==> src/rtl/muldiv_pkg.sv <==
// Shared types and constants for the RV32M multiply/divide unit.
// Decoder-facing constants live here so the main decoder can reuse them.
package muldiv_pkg;

  typedef enum logic [2:0] {
    OP_MUL    = 3'b000,
    OP_MULH   = 3'b001,
    OP_MULHSU = 3'b010,
    OP_MULHU  = 3'b011,
    OP_DIV    = 3'b100,
    OP_DIVU   = 3'b101,
    OP_REM    = 3'b110,
    OP_REMU   = 3'b111
  } md_op_e;

  typedef enum logic [1:0] {
    IDLE,
    CALC,
    FINISH
  } md_state_e;

  localparam logic [6:0] FUNCT7_MULDIV = 7'b0000001;
  localparam logic [6:0] OPCODE_OP     = 7'b0110011;

  function automatic logic is_div_op(md_op_e op);
    return op[2];
  endfunction

endpackage

==> src/rtl/muldiv_if.sv <==
// Execute-stage bundle between the pipeline and the muldiv unit.
// master = pipeline side, slave = muldiv_unit side.
interface muldiv_if #(
  parameter int WIDTH = 32
);

  logic             start_i;
  logic [2:0]       funct3_i;
  logic [WIDTH-1:0] op_a_i;
  logic [WIDTH-1:0] op_b_i;
  logic             flush_i;
  logic             busy_o;
  logic             done_o;
  logic [WIDTH-1:0] result_o;

  modport master (
    output start_i, funct3_i, op_a_i, op_b_i, flush_i,
    input  busy_o, done_o, result_o
  );

  modport slave (
    input  start_i, funct3_i, op_a_i, op_b_i, flush_i,
    output busy_o, done_o, result_o
  );

endinterface

==> src/rtl/muldiv_operand_prep.sv <==
// Operand magnitudes, result sign and special-case detection.
// Specials (div by zero, signed overflow) get their final value here.
import muldiv_pkg::*;

module muldiv_operand_prep #(
  parameter int WIDTH = 32
) (
  input  md_op_e           op,
  input  logic [WIDTH-1:0] a,
  input  logic [WIDTH-1:0] b,
  output logic [WIDTH-1:0] mag_a,
  output logic [WIDTH-1:0] mag_b,
  output logic             neg,
  output logic             special,
  output logic [WIDTH-1:0] spec_res
);

  localparam logic [WIDTH-1:0] MOST_NEG = {1'b1, {(WIDTH-1){1'b0}}};

  logic sa;
  logic sb;
  logic is_div;
  logic is_rem;
  logic div_zero;
  logic ovf;

  // sign extraction, magnitudes and special-result selection
  always_comb begin
    sa = 1'b0;
    sb = 1'b0;
    unique case (op)
      OP_MULH, OP_DIV, OP_REM: begin
        sa = a[WIDTH-1];
        sb = b[WIDTH-1];
      end
      OP_MULHSU: sa = a[WIDTH-1];
      default: ;
    endcase
    mag_a    = sa ? (~a + 1'b1) : a;
    mag_b    = sb ? (~b + 1'b1) : b;
    is_div   = is_div_op(op);
    is_rem   = is_div & op[1];
    neg      = is_rem ? sa : (sa ^ sb);
    div_zero = is_div && (b == '0);
    ovf      = ((op == OP_DIV) || (op == OP_REM)) &&
               (a == MOST_NEG) && (b == '1);
    special  = div_zero | ovf;
    spec_res = '0;
    unique case (1'b1)
      div_zero: spec_res = is_rem ? a : '1;
      ovf:      spec_res = is_rem ? '0 : a;
      default:  spec_res = '0;
    endcase
  end

endmodule

==> src/rtl/muldiv_unit.sv <==
// Iterative RV32M multiply/divide unit, one bit per cycle.
// Define MULDIV_EARLY_OUT_EN to finish multiplies once the multiplier runs out.
import muldiv_pkg::*;

module muldiv_unit #(
  parameter int WIDTH = 32,
  parameter int CNT_W = $clog2(WIDTH) + 1
) (
  input logic     clk,
  input logic     rst_n,
  muldiv_if.slave bus
);

  localparam int W2 = 2 * WIDTH;

  md_state_e        state;
  md_state_e        state_nx;
  md_op_e           op;
  md_op_e           op_in;
  logic [CNT_W-1:0] cnt;
  logic [W2-1:0]    acc;
  logic [W2-1:0]    mcand;
  logic [WIDTH-1:0] mplier;
  logic             neg;
  logic             special;
  logic             done;
  logic [WIDTH-1:0] result;
  logic             last;
  logic             early;

  logic [WIDTH-1:0] p_mag_a;
  logic [WIDTH-1:0] p_mag_b;
  logic             p_neg;
  logic             p_special;
  logic [WIDTH-1:0] p_spec;

  logic [WIDTH:0]   rem_sh;
  logic [WIDTH:0]   diff;
  logic [W2-1:0]    div_nx;
  logic [W2-1:0]    prod_s;
  logic [WIDTH-1:0] quo_s;
  logic [WIDTH-1:0] rem_s;
  logic [WIDTH-1:0] final_res;

  assign op_in = md_op_e'(bus.funct3_i);

  muldiv_operand_prep #(.WIDTH(WIDTH)) u_prep (
    .op       (op_in),
    .a        (bus.op_a_i),
    .b        (bus.op_b_i),
    .mag_a    (p_mag_a),
    .mag_b    (p_mag_b),
    .neg      (p_neg),
    .special  (p_special),
    .spec_res (p_spec)
  );

  assign last = (cnt == CNT_W'(1));

`ifdef MULDIV_EARLY_OUT_EN
  assign early = !is_div_op(op) && (mplier[WIDTH-1:1] == '0);
`else
  assign early = 1'b0;
`endif

  assign bus.busy_o   = (state != IDLE);
  assign bus.done_o   = done;
  assign bus.result_o = result;

  // state register
  always_ff @(posedge clk) begin
    if (!rst_n) state <= IDLE;
    else        state <= state_nx;
  end

  // next-state: flush wins, specials bypass CALC
  always_comb begin
    state_nx = state;
    if (bus.flush_i) begin
      state_nx = IDLE;
    end else begin
      unique case (state)
        IDLE:    if (bus.start_i) state_nx = p_special ? FINISH : CALC;
        CALC:    if (last || early) state_nx = FINISH;
        FINISH:  state_nx = IDLE;
        default: state_nx = IDLE;
      endcase
    end
  end

  // restoring divide step and sign-corrected output selection
  always_comb begin
    rem_sh = acc[W2-1:WIDTH-1];
    diff   = rem_sh - {1'b0, mplier};
    if (!diff[WIDTH])
      div_nx = {diff[WIDTH-1:0], acc[WIDTH-2:0], 1'b1};
    else
      div_nx = {rem_sh[WIDTH-1:0], acc[WIDTH-2:0], 1'b0};
    prod_s = neg ? (~acc + 1'b1) : acc;
    quo_s  = neg ? (~acc[WIDTH-1:0] + 1'b1) : acc[WIDTH-1:0];
    rem_s  = neg ? (~acc[W2-1:WIDTH] + 1'b1) : acc[W2-1:WIDTH];
    final_res = acc[WIDTH-1:0];
    if (!special) begin
      unique case (op)
        OP_MUL:                       final_res = prod_s[WIDTH-1:0];
        OP_MULH, OP_MULHSU, OP_MULHU: final_res = prod_s[W2-1:WIDTH];
        OP_DIV, OP_DIVU:              final_res = quo_s;
        OP_REM, OP_REMU:              final_res = rem_s;
        default:                      final_res = acc[WIDTH-1:0];
      endcase
    end
  end

  // datapath: capture, iterate, write back
  always_ff @(posedge clk) begin
    if (!rst_n) begin
      op      <= OP_MUL;
      cnt     <= '0;
      acc     <= '0;
      mcand   <= '0;
      mplier  <= '0;
      neg     <= 1'b0;
      special <= 1'b0;
      done    <= 1'b0;
      result  <= '0;
    end else begin
      done <= 1'b0;
      if (bus.flush_i) begin
        cnt <= '0;
      end else begin
        unique case (state)
          IDLE: begin
            if (bus.start_i) begin
              op      <= op_in;
              neg     <= p_neg;
              special <= p_special;
              cnt     <= CNT_W'(WIDTH);
              mplier  <= p_mag_b;
              mcand   <= {{WIDTH{1'b0}}, p_mag_a};
              if (p_special)
                acc <= {{WIDTH{1'b0}}, p_spec};
              else if (is_div_op(op_in))
                acc <= {{WIDTH{1'b0}}, p_mag_a};
              else
                acc <= '0;
            end
          end
          CALC: begin
            cnt <= cnt - 1'b1;
            if (is_div_op(op)) begin
              acc <= div_nx;
            end else begin
              if (mplier[0]) acc <= acc + mcand;
              mcand  <= mcand << 1;
              mplier <= mplier >> 1;
            end
          end
          FINISH: begin
            done   <= 1'b1;
            result <= final_res;
            cnt    <= '0;
          end
          default: cnt <= '0;
        endcase
      end
    end
  end

endmodule
==> src/flat_wrapper.sv <==
// flat-port wrapper written by rule: the top's interface ports become plain ports
module muldiv_unit_flat 
#(
  parameter int WIDTH = 32,
  parameter int CNT_W = $clog2(WIDTH) + 1
)
  (clk, rst_n, bus_start_i, bus_funct3_i, bus_op_a_i, bus_op_b_i, bus_flush_i, bus_busy_o, bus_done_o, bus_result_o);
  muldiv_if #(.WIDTH(WIDTH)) bus_i ();
  input logic clk;
  input logic rst_n;
  input wire logic [$bits(bus_i.start_i)-1:0] bus_start_i;
  input wire logic [$bits(bus_i.funct3_i)-1:0] bus_funct3_i;
  input wire logic [$bits(bus_i.op_a_i)-1:0] bus_op_a_i;
  input wire logic [$bits(bus_i.op_b_i)-1:0] bus_op_b_i;
  input wire logic [$bits(bus_i.flush_i)-1:0] bus_flush_i;
  output wire logic [$bits(bus_i.busy_o)-1:0] bus_busy_o;
  output wire logic [$bits(bus_i.done_o)-1:0] bus_done_o;
  output wire logic [$bits(bus_i.result_o)-1:0] bus_result_o;
  assign bus_i.start_i = bus_start_i;
  assign bus_i.funct3_i = bus_funct3_i;
  assign bus_i.op_a_i = bus_op_a_i;
  assign bus_i.op_b_i = bus_op_b_i;
  assign bus_i.flush_i = bus_flush_i;
  assign bus_busy_o = bus_i.busy_o;
  assign bus_done_o = bus_i.done_o;
  assign bus_result_o = bus_i.result_o;
  muldiv_unit #(.WIDTH(WIDTH), .CNT_W(CNT_W)) u_core (.clk(clk), .rst_n(rst_n), .bus(bus_i));
endmodule
==> config.mk <==
export PLATFORM = sky130hd
export DESIGN_NAME = muldiv_unit_flat
export DESIGN_NICKNAME = d
export VERILOG_FILES = /design/src/rtl/muldiv_pkg.sv /design/src/rtl/muldiv_if.sv /design/src/rtl/muldiv_operand_prep.sv /design/src/rtl/muldiv_unit.sv /design/src/flat_wrapper.sv
export SDC_FILE = /design/constraint.sdc
export NUM_CORES = 1
export LEC_CHECK = 0
export BUFFER_PORTS_ARGS = -buffer_cell sky130_fd_sc_hd__buf_2
export CORE_MARGIN = 4
export CORE_UTILIZATION = 40
export DETAILED_ROUTE_END_ITERATION = 6
export PLACE_DENSITY_LB_ADDON = 0.3
export REMOVE_ABC_BUFFERS = 1
export SLEW_MARGIN = 15
export SYNTH_ARGS = -nofsm -noshare
export SYNTH_HDL_FRONTEND = slang
export SYNTH_SLANG_ARGS = --single-unit
==> constraint.sdc <==
create_clock -name clk -period 7.9 [get_ports clk]
set_input_delay 0.395 -clock clk [delete_from_list [all_inputs] [get_ports clk]]
set_output_delay 0.395 -clock clk [all_outputs]
set_load 0.01 [all_outputs]
# Word-level counts from Yosys, hierarchy flattened
# Cells that the tools add are included.
# op_classes
addsub	8
n_mul	0
div	0
order_cmp	0
n_eq_ne	20
n_shift	0
muxes	33
bitwise	10
n_reduce_logical	20
# op_table
operator	n
64-bit 2-to-1 mux	8
32-bit 2-to-1 mux	10
64-bit one-hot mux with 2 select lines	2
32-bit by 1-bit adder with 32-bit output, second input constant	4
32-bit inverter	4
32-bit one-hot mux with 2 select lines	2
32-bit one-hot mux with 4 select lines	1
64-bit by 1-bit adder with 64-bit output, second input constant	1
64-bit adder	1
32-bit == test, second input constant	2
64-bit inverter	1
33-bit by 32-bit subtractor with 33-bit output	1
32-bit logical NOT	1
3-bit == test, second input constant	6
6-bit one-hot mux with 2 select lines	1
3-bit by 2-bit == test with 1-bit output, second input constant	3
4-bit AND reduction	2
3-bit by 1-bit == test with 1-bit output, second input constant	2
6-bit by 1-bit == test with 1-bit output, second input constant	1
2-bit 2-to-1 mux	3
6-bit 2-to-1 mux	1
2-bit OR reduction	3
3-bit OR reduction	2
6-bit by 1-bit subtractor with 6-bit output, second input constant	1
other kinds (19)	28
# totals
ff_bits	206
latch_bits	0
mem_bits_rw	0
mem_bits_ro	0
input_bits	71
n_memories	0

# Longest topological paths before layout
# Gate-level depths: netlist of the first run.
# logic_depth
word_depth	8
mapped_depth	15
depth_no_buf	13

# Hierarchy
# Synthesis of the first run repeated with hierarchy kept, for this count alone.
# unflattened
hier_cells	2688
area_unflattened_um2	18904.4
# by_module_without_submodules
module	instances	cells_per_inst	area_per_inst_um2	seq_area_each_um2
muldiv_unit	1	2392	17060.1	4124.0
muldiv_operand_prep	1	296	1844.3	0.0

# Worst setup path after synthesis of the first run
# No wires, ideal clock.
# synth_timing
kind	reg-to-reg
from	reg u_core.acc[0]
to	reg u_core.acc[42]
setup_time_ns	0.074
arrival_ns	3.184
t_required_ns	7.826
slack_ns	4.642
path_stages_with_launch	13
n_path_buf	0
path_cell_list	dfxtp_1 ha_1 fa_1 a21oi_1 o21ai_1 a2111o_1 a211oi_1 o21ai_1 and4b_1 nor2_2 o21bai_1 or4_1 a31oi_1
# synth_via
elab_chain_len	4
# synth_rtl
element	line_no	source
start, declared	muldiv_unit.sv:21	logic [W2-1:0] acc;
start signal, assigned	muldiv_unit.sv:141	acc <= {{WIDTH{1'b0}}, p_spec};
start signal, assigned	muldiv_unit.sv:143	acc <= {{WIDTH{1'b0}}, p_mag_a};
start signal, assigned	muldiv_unit.sv:151	acc <= div_nx;
64-bit adder	muldiv_unit.sv:153	if (mplier[0]) acc <= acc + mcand;
64-bit 2-to-1 mux	muldiv_unit.sv:153	
64-bit 2-to-1 mux	muldiv_unit.sv:150	if (is_div_op(op)) begin
64-bit one-hot mux with 2 select lines	muldiv_unit.sv:131	unique case (state)
# Every way passes these cells. The select of a mux whose other input is x is not followed.
# A chain may end at the register's enable or synchronous reset.

# Worst setup path after layout of the first run
# layout_timing
from	reg u_core.acc[31]
to	reg u_core.acc[63]
# layout_via
elab_chain_len	4
elab_cells_between_ends	6
cone_classes	add/sub (2); mux (4)
# layout_rtl
element	line_no
64-bit adder or 33-bit by 32-bit subtractor with 33-bit output (tied branches)	muldiv_unit.sv:153, muldiv_unit.sv:94
64-bit 2-to-1 mux, on equally long branches	muldiv_unit.sv:153, muldiv_unit.sv:95
64-bit 2-to-1 mux *	muldiv_unit.sv:150
64-bit one-hot mux with 2 select lines *	muldiv_unit.sv:131
# Every way passes the cells marked *; elsewhere a longest branch is shown, timed or not. The select of a mux whose other input is x is not followed.

==> impl_metrics.tcl, run 1 <==
set metrics [dict create \
    ys_ff_latch 206 \
    layout-drive-gt1-share 0.0853 \
    grt_overflow_total 0 \
    synth_ff_type "dfxtp_1" \
    critPathCapture "u_core.acc[63]" \
    die_w_um 225 \
    htreeDepth 1 \
    start_util 0.405 \
    cts_tree "yes" \
    tightestPinTransition_ns 1.20 \
    drt_wl_total_um 74100 \
    critPathLaunch "u_core.acc[31]" \
    routedWlPerCell_um 22.3 \
    ant_nets 0 \
    drtIter0Drc 2345 \
    hold_buffers 0 \
    pin_count 105 \
    dp.cells 3276 \
    hold_viol_final 0 \
    yosysSeqAreaShare 0.219 \
    crit_arrival_ns 5.07 \
    vias 20900 \
    finalPower_mw 3.28 \
    cts_root_buf "clkbuf_16" \
    tns_ns 0 \
    status "completed" \
    wl_met2_um 31900 \
    fillers 4784 \
    die_area_um2 50700 \
    drv_slew 0 \
    die_y_um 225 \
    place_congestion 0.987 \
    antenna_found_initial 1 \
    io_buffers 104 \
    rr_startpoint "u_core.acc[31]" \
    r2r_slack_ns 3.32 \
    core_um2 46600 \
    drt_pre_antenna_iters 6 \
    final_min_period_over_clock_period 0.580 \
    cts_setup_buffers 0 \
    final_nets 2874 \
    cp.required_ns 8.39 \
    dpl_cell_area_um2 19700 \
    leakage_nw 8.31 \
    cts_buffers 28 \
    ir_drop_mv 0.163 \
    drc 0 \
    routed.top_layer "met5" \
    holdWs_ns 0.119 \
    synthTopCellsByArea "dfxtp_1 (22%), a21oi_1 (9.3%), ha_1 (6.8%)" \
    cp-end-kind "flop" \
    rsz0062_at_grt "false" \
    yosysUniqueCellTypes 95 \
    num_antenna_cells 0 \
    clk_pin_slew_worst_paths_ns 0.07 \
    syn_avg_cell_area_um2 6.93 \
    grt_usage 0.277 \
    crit_type "flop to flop" \
    viasPerCell 6.29 \
    grt_max_degree 88 \
    syn_to_final_growth_pct 9.44 \
    path_max_fanout 38 \
    fin_area_um2 20700 \
    stdcell_count 3328 \
    async_reset_ff_frac 0 \
    hold_class "input port to flop" \
    power_density_nw_per_um2 159 \
    yosysTopAreaCell "dfxtp_1" \
    fin_ws_ns 3.32 \
    grt_pass1_vias 19200 \
    r2r_cells 12 \
    clockBufferDepth 3 \
    synth_edf_count 0 \
    route.met3.wl_um 7330 \
    yosys_warnings 0 \
    syn-cell-area_um2 18900 \
    cts_sinks 206 \
    netlist_instances 2722 \
    grt_first_pass_wirelength_um 113000 \
    drt-met1-wl_um 32900 \
    fmax_ghz 0.218 \
    start_kind "flop" \
    max_cap_viol_count 0 \
    clock_latency_ns 0.59 \
    rows 79 \
    ctsResizeCount 0 \
    worst_slew_margin_rel 0.193 \
    dpl.hpwl_um 55500 \
    period_needed_ns 4.58 \
    setup-violations-final 0 \
    synth.top_cell.area_share 0.219 \
    r2r-end "u_core.acc[63]" \
    clock_skew_ns 0.0373 \
    utilization 0.444 \
    dp_worst_setup_slack_ns 3.48 \
]
## per-layer routing
metal	track usage	vias to the layer above
met2	0.429	1011
met5	0	-
li1	-	9900
met4	0.0733	2
met3	0.0492	125
met1	0.400	9888
## layout make-up
type                    instances  area (µm²)  share of cell area
clock buffers                  33         739              0.0358
clock inverters                19         211              0.0102
inverters                      94         355              0.0172
multi-input cells            2236       13700               0.664
flip-flops and latches        206        4130               0.200
well taps                     607         759              0.0368
repair buffers                133         738              0.0357
## power breakdown
part           switching (mW)  leakage, nW  internal [mW]  total, mW
Clock                   0.554        0.450          0.774       1.33
Sequential             0.0520         1.67           1.08       1.13
Combinational           0.546         6.18          0.283      0.829
Total                    1.15         8.31           2.13       3.28
## cells in the mapped netlist, types with 71 or more instances
cell	number
a211oi_1	75
a21oi_1	349
clkbuf_1	159
dfxtp_1	206
ha_1	102
inv_1	92
nand2_1	305
nand3_1	74
nor2_1	294
o21ai_0	198
xnor2_1	99
xor2_1	71
## sequential cells by signal (all words and copies together) (netlist names)
name	count
u_core.mcand	64
u_core.op	3
u_core.cnt	6
u_core.state	2
u_core.bus.done_o	1
u_core.mplier	32
u_core.bus.result_o	32
u_core.acc	64
u_core.neg	1
u_core.special	1
## how the worst min path moves through the flow
stage                                        from                      end  slack (ns)  depth (start not counted)
after global placement    u_core.bus.result_o[17]  u_core.bus.result_o[17]        0.43                          2
final                               bus_op_b_i[0]         u_core.mplier[0]        0.12                          3
after floorplan                  u_core.mcand[63]         u_core.mcand[63]        0.44                          2
after CTS                           bus_op_a_i[0]          u_core.mcand[0]         0.1                          3
after global routing                bus_op_a_i[0]          u_core.mcand[0]        0.13                          3
after detailed placement  u_core.bus.result_o[23]  u_core.bus.result_o[23]        0.44                          2
## cells by family (layout without fill, tap and decap cells)
logic type                 Yosys count  in the layout  synth area share
AOI/OAI and AO/OA                  991            991             0.331
and+or+nand+nor                    954            954             0.236
buffers and inverters              280            279            0.0569
DFF                                206            206             0.219
xor gates and xnor gates           170            170            0.0789
adders and majority gates          104            104            0.0698
muxes                               17             17           0.00922
## cell usage in the layout, fill, tap and decap left out, types with 20 or more instances in the layout
cell type / netlist / routed
a21oi_1: 349 / 348
nand2_1: 305 / 304
nor2_1: 294 / 294
dfxtp_1: 206 / 204
o21ai_0: 198 / 197
buf_2: 7 / 104
ha_1: 102 / 102
xnor2_1: 99 / 99
inv_1: 92 / 91
a211oi_1: 75 / 75
nand3_1: 74 / 74
xor2_1: 71 / 71
a21o_1: 68 / 68
nor3_1: 64 / 64
o211ai_1: 45 / 45
nand4_1: 43 / 43
a31oi_1: 35 / 35
o31ai_1: 32 / 32
buf_4: 1 / 29
clkbuf_16: 0 / 28
nand2b_1: 25 / 24
or3_1: 20 / 20
a221oi_1: 20 / 20
## worst max-delay path, cell delays in order, from the launching register on
cell and delay (ns):
dfxtp_1 0.58, inv_1 0.12, ha_1 0.25, fa_1 0.38, nand2b_1 0.19, a21oi_1 0.22, o22ai_1 0.20, o31a_1 0.39
o2111a_1 0.32, a21oi_4 0.80, o21ai_0 0.46, a2111o_1 0.48, o211ai_1 0.08
(Power assumes the default switching activity.)
==> run 2, diff against run 1 <==
==> constraint.sdc (replaced) <==
create_clock -name clk -period 4.5 [get_ports clk]
set_input_delay 0.225 -clock clk [delete_from_list [all_inputs] [get_ports clk]]
set_output_delay 0.225 -clock clk [all_outputs]
set_load 0.01 [all_outputs]
==> impl_metrics.tcl, run 2 (synthesis results as in run 1) <==
set metrics [dict create \
    max_stage_delay_ns 0.64 \
    hold_class "input port to flop" \
    status "completed" \
    worst_slew_margin_rel 0.238 \
    vias 21000 \
    holdWs_ns 0.00551 \
    dpl.hpwl_um 54200 \
    num_antenna_cells 0 \
    fmax_ghz 0.258 \
    grt_usage 0.266 \
    routedWlPerCell_um 21.1 \
    cpMaxStageDelayCell "a32o_2" \
    grt_overflow_total 0 \
    place_congestion 0.990 \
    viasPerCell 6.22 \
    die_y_um 225 \
    ir_drop_mv 0.300 \
    clock_skew_ns 0.0263 \
    cts_tree "yes" \
    layout-drive-gt1-share 0.0979 \
    core_um2 46600 \
    die_area_um2 50700 \
    cts_root_buf "clkbuf_16" \
    drt_pre_antenna_iters 6 \
    worstHoldPathCells 3 \
    final_nets 2923 \
    rows 79 \
    fin_area_um2 21100 \
    clock_latency_ns 0.57 \
    cts_sinks 206 \
    period_needed_ns 3.88 \
    largestRegisters "u_core.acc x64, u_core.mcand x64" \
    clk_pin_slew_worst_paths_ns 0.06 \
    die_w_um 225 \
    rr_startpoint "u_core.acc[0]" \
    drv_slew 0 \
    path_max_fanout 26 \
    cts_buffers 26 \
    crit_type "input port to flop" \
    grt_first_pass_wirelength_um 109000 \
    cp.required_ns 4.99 \
    ant_nets 0 \
    drtIter0Drc 2195 \
    finalPower_mw 5.90 \
    hp-start "bus_op_b_i[0]" \
    setup-violations-final 0 \
    r2r_slack_ns 0.62 \
    r2r-end "u_core.acc[42]" \
    mostFrequentLayoutCell "a21oi_1" \
    drt_wl_total_um 71100 \
    htreeDepth 1 \
    syn_to_final_growth_pct 11.7 \
    leakage_nw 8.60 \
    grt_pass1_vias 19200 \
    clockBufferDepth 3 \
    max_cap_viol_count 0 \
    antenna_found_initial 0 \
    tightestPinTransition_ns 1.13 \
    r2r_cells 13 \
    pin_count 105 \
    crit_arrival_ns 4.37 \
    dpl_cell_area_um2 20000 \
    drc 0 \
    cp-end-kind "flop" \
    final_min_period_over_clock_period 0.863 \
    final_cell_mix "a21oi_1 (348), nand2_1 (304), nor2_1 (294)" \
    start_util 0.405 \
    cp_cell_sequence "dlygate4sd3_1, buf_2, inv_1, ha_1, or3b_2, nor3_1, nand3_1, nor4_2, a32o_2, o21ai_1, o21ai_0, nor2_1, a311o_1, a21oi_1" \
    hold_viol_final 0 \
    power_density_nw_per_um2 280 \
    rsz0062_at_grt "false" \
    worstHoldEndpoint "u_core.mplier[0]" \
    ctsResizeCount 0 \
    io_buffers 104 \
    grt_max_degree 63 \
    start_kind "input port" \
]
[run 2: how the worst max path moves through the flow]
stage,start,endpoint,slack [ns],cells past startpoint
final,bus_op_a_i[0],u_core.acc[25],0.62,14
after global routing,bus_op_a_i[0],u_core.acc[25],0.39,14
after CTS,u_core.acc[0],u_core.acc[42],0.70,13
after detailed placement,bus_op_a_i[0],u_core.acc[25],0.73,13
after global placement,u_core.acc[0],u_core.acc[42],0.79,13
after floorplan,u_core.op[2],u_core.acc[60],-1.37,8
[run 2: timing repair]
item	4_1_cts	5_1_grt
hold buffers	4	0
setup buffers	0	0
endpoints found under the hold margin	4	0
[run 2: where the power goes]
group | internal, mW | switching (mW) | leakage [nW]
clock | 1.56 | 0.910 | 0.479
combinational | 0.513 | 0.950 | 6.45
sequential | 1.89 | 0.0786 | 1.67
[run 2: routing by layer]
| layer | wire (µm) | vias up | track usage | share of wire |
|---|---|---|---|---|
| met1 | 31400 | 9829 | 0.379 | 0.44 |
| met2 | 30200 | 1015 | 0.408 | 0.43 |
| met5 | 0 | - | 0 | 0 |
| li1 | - | 9996 | - | - |
| met3 | 6940 | 160 | 0.0499 | 0.098 |
| met4 | 2450 | 0 | 0.0843 | 0.034 |
[run 2: metrics by stage]
step	TNS, ns	setup slack, ns	util	cells
3_5_place_dp	0	0.725	0.431	3323
4_1_cts	0	0.704	0.453	3375
2_1_floorplan	-151.12	-1.37	-	2536
3_3_place_gp	0	0.792	0.431	3323
6_report	0	0.617	0.453	3375
5_1_grt	0	0.394	0.453	3375
[run 2: cell type report]
cell class / instances / area (µm²)
Timing Repair Buffer: 184 / 1130
Clock inverter: 15 / 288
Sequential cell: 206 / 4130
Fill cell: 4793 / 25500
Inverter: 94 / 355
Multi-Input combinational cell: 2236 / 13700
Tap cell: 607 / 759
Clock buffer: 33 / 698
[run 2: worst max-delay path, delay by kind of cell]
kind	cells	cell delay, ns
simple gates	5	1.88
compound gates	5	1.35
buf+inv	3	0.74
fa+ha+maj	1	0.16
